File: src/rtl/switch_pkg.sv
// switch_pkg: definitions shared by packet_gen and packet_parser.
//   hdr_t        - header word layout {src, dst, len, seq}
//   LEN_W, SEQ_W - widths of the len and seq header fields
//   payload_word - builds payload word k of a packet from its header
//   state_t      - parser FSM states
package switch_pkg;

    localparam int LEN_W = 8;
    localparam int SEQ_W = 20;

    typedef struct packed {
        logic [1:0]       src;
        logic [1:0]       dst;
        logic [LEN_W-1:0] len;
        logic [SEQ_W-1:0] seq;
    } hdr_t;

    typedef enum logic [1:0] {
        IDLE,
        PAYLOAD,
        DONE
    } state_t;

    // Payload word k = {header[15:0], k zero-extended to 16 bits}.
    function automatic logic [31:0] payload_word(input hdr_t hdr, input logic [LEN_W-1:0] k);
        logic [31:0] hdr_bits;
        hdr_bits = hdr;
        return {hdr_bits[15:0], {(16 - LEN_W){1'b0}}, k};
    endfunction

endpackage

File: src/rtl/sat_counter.sv
// sat_counter: up-counter that stops at all-ones.
//   clk   - system clock
//   reset - synchronous, active-high; clears the count
//   inc   - add one this cycle (ignored once saturated)
//   count - current value
module sat_counter #(
    parameter int CNT_W = 16
) (
    input  logic             clk,
    input  logic             reset,
    input  logic             inc,
    output logic [CNT_W-1:0] count
);

    logic [CNT_W-1:0] count_reg;

    always_ff @(posedge clk) begin
        if (reset) begin
            count_reg <= '0;
        end else if (inc && (count_reg != {CNT_W{1'b1}})) begin
            count_reg <= count_reg + 1'b1;
        end
    end

    assign count = count_reg;

endmodule

File: src/rtl/packet_parser.sv
// packet_parser: receive side of the packet word stream for one switch
// output port. Latches the header, checks every payload word against the
// expected pattern and the destination against PORT_ID, then emits one
// metadata pulse per packet and keeps saturating good/bad counters.
//   clk, reset  - system clock, synchronous active-high reset
//   pkt_valid   - pkt_data carries a packet word this cycle
//   pkt_data    - packet word (header first, then len payload words)
//   meta_valid  - one-cycle pulse, meta_out/meta_err valid
//   meta_out    - header word of the completed packet (held between pulses)
//   meta_err    - completed packet failed a check (held between pulses)
//   busy        - parser is inside a packet payload
//   pkt_count   - packets completed, saturating
//   err_count   - packets completed with error, saturating
module packet_parser
    import switch_pkg::*;
#(
    parameter logic [1:0] PORT_ID = 2'd0,
    parameter int         CNT_W   = 16
) (
    input  logic             clk,
    input  logic             reset,
    input  logic             pkt_valid,
    input  logic [31:0]      pkt_data,
    output logic             meta_valid,
    output logic [31:0]      meta_out,
    output logic             meta_err,
    output logic             busy,
    output logic [CNT_W-1:0] pkt_count,
    output logic [CNT_W-1:0] err_count
);

    state_t           state_reg, state_next;
    hdr_t             hdr_reg, hdr_next;
    logic [LEN_W-1:0] idx_reg, idx_next;
    logic             err_reg, err_next;
    logic             enter_done;
    logic             meta_valid_reg;
    logic [31:0]      meta_out_reg;
    logic             meta_err_reg;
    hdr_t             hdr_in;

    assign hdr_in = hdr_t'(pkt_data);

    always_comb begin
        state_next = state_reg;
        hdr_next   = hdr_reg;
        idx_next   = idx_reg;
        err_next   = err_reg;
        enter_done = 1'b0;
        case (state_reg)
            // DONE lasts one cycle but still accepts a header, so
            // back-to-back packets lose no words.
            IDLE, DONE: begin
                state_next = IDLE;
                if (pkt_valid) begin
                    hdr_next = hdr_in;
                    err_next = (hdr_in.dst != PORT_ID);
                    idx_next = '0;
                    if (hdr_in.len == '0) begin
                        state_next = DONE;
                        enter_done = 1'b1;
                    end else begin
                        state_next = PAYLOAD;
                    end
                end
            end
            PAYLOAD: begin
                if (pkt_valid) begin
                    // Error is sticky; a bad word still counts toward len.
                    if (pkt_data != payload_word(hdr_reg, idx_reg)) begin
                        err_next = 1'b1;
                    end
                    idx_next = idx_reg + 1'b1;
                    if (idx_reg == hdr_reg.len - 1'b1) begin
                        state_next = DONE;
                        enter_done = 1'b1;
                    end
                end
            end
            default: begin
                state_next = IDLE;
            end
        endcase
    end

    always_ff @(posedge clk) begin
        if (reset) begin
            state_reg      <= IDLE;
            hdr_reg        <= '0;
            idx_reg        <= '0;
            err_reg        <= 1'b0;
            meta_valid_reg <= 1'b0;
            meta_out_reg   <= '0;
            meta_err_reg   <= 1'b0;
        end else begin
            state_reg      <= state_next;
            hdr_reg        <= hdr_next;
            idx_reg        <= idx_next;
            err_reg        <= err_next;
            // Outputs are loaded on the transition into DONE so they are
            // registered and valid for exactly the DONE cycle.
            meta_valid_reg <= enter_done;
            if (enter_done) begin
                meta_out_reg <= hdr_next;
                meta_err_reg <= err_next;
            end
        end
    end

    // Counters step on the same edge that raises meta_valid, so the
    // counts seen alongside the pulse already include that packet.
    sat_counter #(.CNT_W(CNT_W)) u_pkt_cnt (
        .clk   (clk),
        .reset (reset),
        .inc   (enter_done),
        .count (pkt_count)
    );

    sat_counter #(.CNT_W(CNT_W)) u_err_cnt (
        .clk   (clk),
        .reset (reset),
        .inc   (enter_done && err_next),
        .count (err_count)
    );

    assign meta_valid = meta_valid_reg;
    assign meta_out   = meta_out_reg;
    assign meta_err   = meta_err_reg;
    assign busy       = (state_reg == PAYLOAD);

endmodule

File: config.mk
export PLATFORM = sky130hd
export DESIGN_NAME = packet_parser
export DESIGN_NICKNAME = d
export VERILOG_FILES = /design/src/rtl/switch_pkg.sv /design/src/rtl/sat_counter.sv /design/src/rtl/packet_parser.sv
export SDC_FILE = /design/constraint.sdc
export NUM_CORES = 1
export LEC_CHECK = 0
export ABC_AREA = 1
export CAP_MARGIN = 20
export CORE_MARGIN = 4
export CORE_UTILIZATION = 47
export CTS_CLUSTER_DIAMETER = 80
export CTS_CLUSTER_SIZE = 30
export DETAILED_ROUTE_END_ITERATION = 7
export PLACE_DENSITY = 0.85
export SYNTH_ARGS = -nofsm -noshare
export SYNTH_HDL_FRONTEND = slang
export SYNTH_HIERARCHICAL = 1
export SYNTH_SLANG_ARGS = --single-unit
File: constraint.sdc
create_clock -name clk -period 2.28 [get_ports clk]
set_input_delay 0.228 -clock clk [delete_from_list [all_inputs] [get_ports clk]]
set_output_delay 0.228 -clock clk [all_outputs]
set_load 0.05 [all_outputs]
==> qor.yml <==
critical_path:
  end_kind: "flip-flop"
  path_cells: "inv_2 > ha_4 > inv_2 > nand2_1 > nand2_1 > nor2_1 > nand3_1 > nor2_1 > nand3_2 > a21oi_4 > buf_12 > nand3_4 > or2_0 > nor2_1 > nand3_1 > nand2_1 > nor2_1"
  cp.arrival_ns: 2.59
  r2r_start: "hdr_reg[20]"
  critPathSlowestCell: "dfxtp_2"
  rrSetupSlack_ns: -0.07
  rr_worst_depth: 17
  crit_path_start_kind: "flip-flop"
  reg2reg_to: "u_pkt_cnt/count[13]"
  path_max_fanout: 5
  path_class: "reg -> reg"
  slowest_delay_ns: 0.34
  cp.required_ns: 2.52
  path_common_cell: "nor2_1"
floorplanning:
  placementRows: 39
  start_util_pct: 47.8
  die-width_um: 116
  die_y_um: 116
  io_pins: 102
  core_area_um2: 11400
  die-area_um2: 13400
clocking:
  htreeDepth: 3
  clkLatencyLatePin_ns: 0.35
  cts_sinks: 109
  cts_buffers: 9
  postCtsHoldBufs: 0
  clock_path_buffers: 2
  clk_root_buffer_cell: "clkbuf_16"
  path_clk_slew_ns: 0.07
  cts_tree: "done"
final_layout:
  syn_to_final_growth_pct: 36.2
  diodes: 0
  final_common_cell: "nand2_1"
  nets: 1016
  fillers: 1004
  final-seq-area_um2: 2190
  stdcell_count: 1125
  fin_area_um2: 7410
  fin_util_pct: 65.2
  mostFrequentLayoutCells: "nand2_1 (249), nor2_1 (194), dfxtp_1 (106)"
  multi_input_area_um2: 3010
  drive_gt1_share_pct: 13.7
pwr:
  peakVddDrop_mv: 0.502
  power_density_nw_per_um2: 644
  p_leak_uw: 0.00314
route:
  dr.first_iter.drc_count: 524
  drt_first_pass_iters: 5
  wire_per_inst_um: 13.1
  via_per_inst: 4.98
  detail-route-antenna-nets: 0
  drt_drc_violations_left: 0
  drt_wl_total_mm: 14.7
  vias: 5600
timing:
  rsz0062_at_grt: "yes"
  finalCritPeriodShare_pct: 103
  drv_slew: 0
  skew_ns: 0.00485
  fmax_mhz: 426
  tns_ns: -0.119
  tightest_slew_ns: 0.541
  period_needed_ns: 2.35
  setup_viol: 2
  max_slew_margin_pct: 63.8
  setup_ws_ns: -0.0675
  hold_violations: 0
synth:
  synth.avg_cell_area_um2: 6.46
  ys_seq_area_share_pct: 40.1
  ys_types: 30
  synth_area_um2: 5440
  syn_nets: 881
  synth_seq_cells: 109
  yosys_warnings: 6
  syn_inst: 842
min_path:
  whs_path_depth: 2
  holdCritPathClass: "reg -> reg"
  holdPathEnd: "meta_err"
  holdCritStartpoint: "meta_err"
placement:
  hpwl_mm: 10.8
  dpl_cell_area_um2: 6850
  gp_congestion: 0.951
  port_buffers: 101
  dp.cells: 1100
  place_ws_ns: -0.226
global_route:
  grt_max_degree: 42
  grt_overflow: 0
  track_usage_pct: 21.5
  antenna_found_initial: 0
  first_global_vias: 5024
  grt_pass1_wl_mm: 23.4
run_status:
  violations: "negative setup slack"
  status: "finished, violations left"
job:
  drv_cap: 0
## metal layers
metal,vias up,share of wire [%],global-route usage (%),wire length [um]
met4,0,1.5,5.24,219
met5,-,0,0,0
li1,2888,-,-,-
met2,169,48,36.1,7030
met3,15,6.4,4.44,946
met1,2528,44,28.3,6540
## critical path: cells and delay by family (launching register included)
family | cells | cell delay (ns)
compound gates | 1 | 0.23
flops | 1 | 0.34
buf+inv | 3 | 0.24
fa+ha+maj | 1 | 0.26
simple gates | 12 | 1.18
## where the power goes
| part | leakage, uW | total, uW | switching, uW | internal (uW) |
|---|---|---|---|---|
| Combinational | 0.00209 | 949 | 578 | 371 |
| Sequential | 0.000891 | 2080 | 69.7 | 2010 |
| Clock | 0.000164 | 1740 | 740 | 1000 |
| Total | 0.00314 | 4770 | 1390 | 3380 |
## layout make-up
type,instances,share of cell area [%]
clock buffer,10,3.23
clock inverter,6,1.23
inverter,71,3.63
multi-input combinational,639,40.6
sequential,109,29.5
tap,143,2.41
timing repair buffer,147,19.4
## timing repair
| item | in CTS | in global routing |
|---|---|---|
| gates cloned | 0 | 2 |
| endpoints found under the setup margin | 8 | 52 |
| setup buffers | 4 | 3 |
| resized for setup | 2 | 37 |
| endpoints found under the hold margin | 0 | 0 |
| pin swaps | 1 | 17 |
## worst max-delay path by stage
| stage | startpoint | end | slack (ns) |
|---|---|---|---|
| after floorplan | hdr_reg[20] | u_pkt_cnt/count[13] | -0.07 |
| after global placement | pkt_data[27] | u_pkt_cnt/count[13] | -0.10 |
| after detailed placement | pkt_data[27] | u_pkt_cnt/count[13] | -0.23 |
| after CTS | hdr_reg[20] | u_pkt_cnt/count[13] | -0.03 |
| after global routing | hdr_reg[21] | u_err_cnt/count[13] | -0.18 |
| final | hdr_reg[20] | u_pkt_cnt/count[13] | -0.07 |
## kinds of logic after synthesis
group,share of synthesized area [%]
buf+inv,7.09
simple gates,42.4
xor+xnor,1.77
fa+ha+maj,0.920
flops,40.1
compound gates,6.10
mux,1.66
## synthesized netlist by cell type
library cell / instances / area share, %
a21oi_1: 20 / 1.8
a21oi_2: 1 / 0.16
a2bb2oi_1: 1 / 0.16
a32oi_1: 1 / 0.16
buf_1: 4 / 0.28
buf_2: 5 / 0.46
buf_4: 5 / 0.69
clkbuf_1: 7 / 0.48
clkbuf_4: 2 / 0.28
dfxtp_1: 109 / 40
ha_1: 4 / 0.92
inv_1: 67 / 4.6
inv_2: 4 / 0.28
mux2i_1: 9 / 1.7
nand2_1: 255 / 18
nand2_2: 4 / 0.46
nand3_1: 38 / 3.5
nand4_1: 9 / 1.0
nor2_1: 202 / 14
nor2_2: 21 / 2.4
nor2_4: 5 / 1.0
nor2_8: 2 / 0.74
nor3_1: 8 / 0.74
nor3b_1: 4 / 0.55
nor4_1: 1 / 0.12
o21ai_0: 37 / 3.4
o21ai_1: 4 / 0.37
or2_0: 2 / 0.23
xnor2_1: 6 / 0.97
xor2_1: 5 / 0.81
## through the flow
step                      power [uW]  hold WS [ns]
after floorplan                 2700         0.391
after global placement          3010         0.460
after CTS                       4770         0.480
after detailed placement        3020         0.469
after global routing            4980         0.500
final                           4770         0.484
(Power assumes the default switching activity.)
==> RTL change 1 (config.mk and constraints unchanged) <==
`CNT_W` is set to 16 in 2 places; all go to 18.
--- a/src/rtl/sat_counter.sv
+++ b/src/rtl/sat_counter.sv
@@ -6,3 +6,3 @@
 module sat_counter #(
-    parameter int CNT_W = 16
+    parameter int CNT_W = 18
 ) (
--- a/src/rtl/packet_parser.sv
+++ b/src/rtl/packet_parser.sv
@@ -17,3 +17,3 @@
     parameter logic [1:0] PORT_ID = 2'd0,
-    parameter int         CNT_W   = 16
+    parameter int         CNT_W   = 18
 ) (
Ports: changed (resized err_count and pkt_count); port bits go from 102 to 106. No check against the original RTL was run, so the function may have changed too.
==> RTL change 1 against the unedited design <==
The run still ends with negative setup slack left. Area after synthesis up 5.8%. Sequential cell count grew 4. Sequential share of layout area decreased by 2.0 points. Setup slack got worse by 55 ps. Power increased by 25%. Routed wire length grew 15%. Design area is 11% higher. Sequential power is 3% higher. Critical endpoint is now u_err_cnt/count[17]$_SDFFE_PP0P_. Clock skew increased by 5.0 ps. Clock power is 61% higher. Highest routed layer unchanged.
==> RTL change 1: results <==
[status]
status = finished with violations
violations = negative setup slack

[place]
place_congestion = 0.980
dpl.hpwl_mm = 11.2
io_buffers = 105

[synth]
ys_top_cells_by_area = dfxtp_1 (39%), nand2_1 (17%), nor2_1 (13%)
syn_nets = 937
yosys.area_share.adder_pct = 0.870
yosysSeqAreaShare_pct = 39.3
synth_commonest_cells = nand2_1 (259), nor2_1 (194), dfxtp_1 (113)
synth_compound_area_share_pct = 7.59
synth_cell_types = 31
muxShareOfSynthArea_pct = 1.57

[grt]
grt_pass1_vias = 5606
grt_usage_pct = 22.4
grt_max_degree = 36

[sta]
tns_ps = -981
finalSetupViolCount = 26
layout_setup_ws_ps = -123
max_slew.worst_pin.slew_ps = 573

[power]
leakage_uw = 0.00357
p_per_area_nw_per_um2 = 724
pg_seq_uw = 2150
clk-power_uw = 2810

[route]
met1_length_mm = 7.17
dr.first_iter.drc_count = 682

[final_layout]
drive_gt1_share_pct = 15.5

[clock_tree]
clk_latency_ps = 410
numCtsBuffers = 17

[worst_setup_path]
worstRegToRegCells = 19

[worst_hold_path]
min_path_type = input port to register
-- RTL change 1: cell types whose count changed after synthesis, sizes merged, moves of 4 or more --
cell   delta
a21oi    +16
buf       +4
dfxtp     +4
inv      +26
nand3    +28
nand4     -6
nor2     -26
-- RTL change 1: final cells by class --
| type | instances | area [um^2] |
|---|---|---|
| timing repair buffer | 155 | 1540 |
| sequential | 113 | 2260 |
| multi-input combinational | 661 | 3240 |
| clock buffer | 19 | 443 |
| fill | 918 | 3780 |
| inverter | 97 | 377 |
| tap | 147 | 184 |
| clock inverter | 13 | 184 |
-- RTL change 1: worst max-delay path by stage --
stage / from / endpoint / slack (ps) / cells past startpoint
6_report: hdr_reg[21]$_SDFF_PP0_ / u_err_cnt/count[17]$_SDFFE_PP0P_ / -120 / 19
5_1_grt: hdr_reg[21]$_SDFF_PP0_ / u_err_cnt/count[13]$_SDFFE_PP0P_ / -260 / 18
3_3_place_gp: pkt_data[3] / u_err_cnt/count[8]$_SDFFE_PP0P_ / -140 / 19
3_5_place_dp: pkt_data[3] / u_err_cnt/count[8]$_SDFFE_PP0P_ / -150 / 19
4_1_cts: hdr_reg[21]$_SDFF_PP0_ / u_err_cnt/count[17]$_SDFFE_PP0P_ / 7 / 19
2_1_floorplan: hdr_reg[20]$_SDFF_PP0_ / u_pkt_cnt/count[13]$_SDFFE_PP0P_ / -10 / 18
-- RTL change 1: per-stage QoR --
| step | setup WS, ps | std cells |
|---|---|---|
| finish | -123 | 1205 |
| global route | -255 | 1205 |
| CTS | 7.00 | 1195 |
| detailed placement | -152 | 1162 |
| global placement | -141 | 1162 |
| floorplan | -11.8 | 898 |
-- RTL change 1: routing by layer --
layer,vias up,GRT usage (%)
li1,3099,-
met3,40,6.32
met5,-,0
met1,2853,27.4
met2,268,38.1
met4,0,6.88
==> RTL change 2 (same settings) <==
Without the edit above. Re-encode `state_t` (3 states) as one-hot, 3 bits wide.
--- a/src/rtl/switch_pkg.sv
+++ b/src/rtl/switch_pkg.sv
@@ -17,6 +17,6 @@
 
-    typedef enum logic [1:0] {
-        IDLE,
-        PAYLOAD,
-        DONE
+    typedef enum logic [2:0] {
+        IDLE    = 3'b001,
+        PAYLOAD = 3'b010,
+        DONE    = 3'b100
     } state_t;
Formal check against the unedited RTL: no difference found for any inputs over 4 cycles, from zero or initial values and one cycle with reset high; so few cycles prove little.
==> RTL change 2 against the unedited design <==
The run still ends with negative setup slack left. Power shrank 12%. Design area grew 2.2%. Routed wire length grew 4.2%. Setup slack lost 26 ps. Via count grew 7.1%. Sequential power shrank 3%. Sequential cell count grew 1. Clock power shrank 9.8%. Area after synthesis grew 5.8%. Largest cell class unchanged. Largest power group unchanged.
==> RTL change 2: results <==
[sta]
finalSetupViolCount = 3
layout_setup_ws_ps = -93.7

[grt]
grt_usage_pct = 21.5
antenna_found_initial = 1
gr-usage-met1_pct = 27.7

[route]
met1_length_mm = 6.64
wl_met3_mm = 1.20

[synth]
ys_top_cells_by_area = dfxtp_1 (38%), nand2_1 (17%), nor2_1 (13%)
netlist_instances = 926
ys_ff_latch = 110
synth_commonest_cells = nand2_1 (253), nor2_1 (205), inv_1 (125)
synth_cell_types = 31
syn_avg_cell_area_um2 = 6.21

[place]
pre_cts_slack_ps = -88.6
dpl.hpwl_mm = 11.4

[status]
violations = negative setup slack
status = finished with violations

[final_layout]
fin_nets = 1096
drive_gt1_share_pct = 13.4
n_antenna_cell = 1
synthToLayoutAreaGrowth_pct = 31.6

[clock_tree]
post-cts-setup-buffers = 1
cts_resized = 1

[power]
ir_drop_uv = 346

[worst_setup_path]
critPathArrivalTime_ps = 2630
RTL change 2: worst max-delay path by stage:
stage / start / end / slack [ps] / cells past startpoint
floorplan: hdr_reg[20]$_SDFF_PP0_ / u_err_cnt/count[13]$_SDFFE_PP0P_ / -60 / 19
detailed placement: pkt_data[20] / u_err_cnt/count[12]$_SDFFE_PP0P_ / -90 / 15
finish: hdr_reg[21]$_SDFF_PP0_ / u_pkt_cnt/count[13]$_SDFFE_PP0P_ / -90 / 17
CTS: hdr_reg[21]$_SDFF_PP0_ / u_pkt_cnt/count[13]$_SDFFE_PP0P_ / 10 / 17
global route: hdr_reg[20]$_SDFF_PP0_ / u_err_cnt/count[13]$_SDFFE_PP0P_ / -210 / 18
global placement: pkt_data[22] / u_err_cnt/count[12]$_SDFFE_PP0P_ / -50 / 18
RTL change 2: critical path, delay by kind of cell (launching register included):
family          cells  cell delay (ps)
flops               1              330
fa+ha+maj           1              270
buf+inv             3              250
simple gates       12             1200
compound gates      1              220
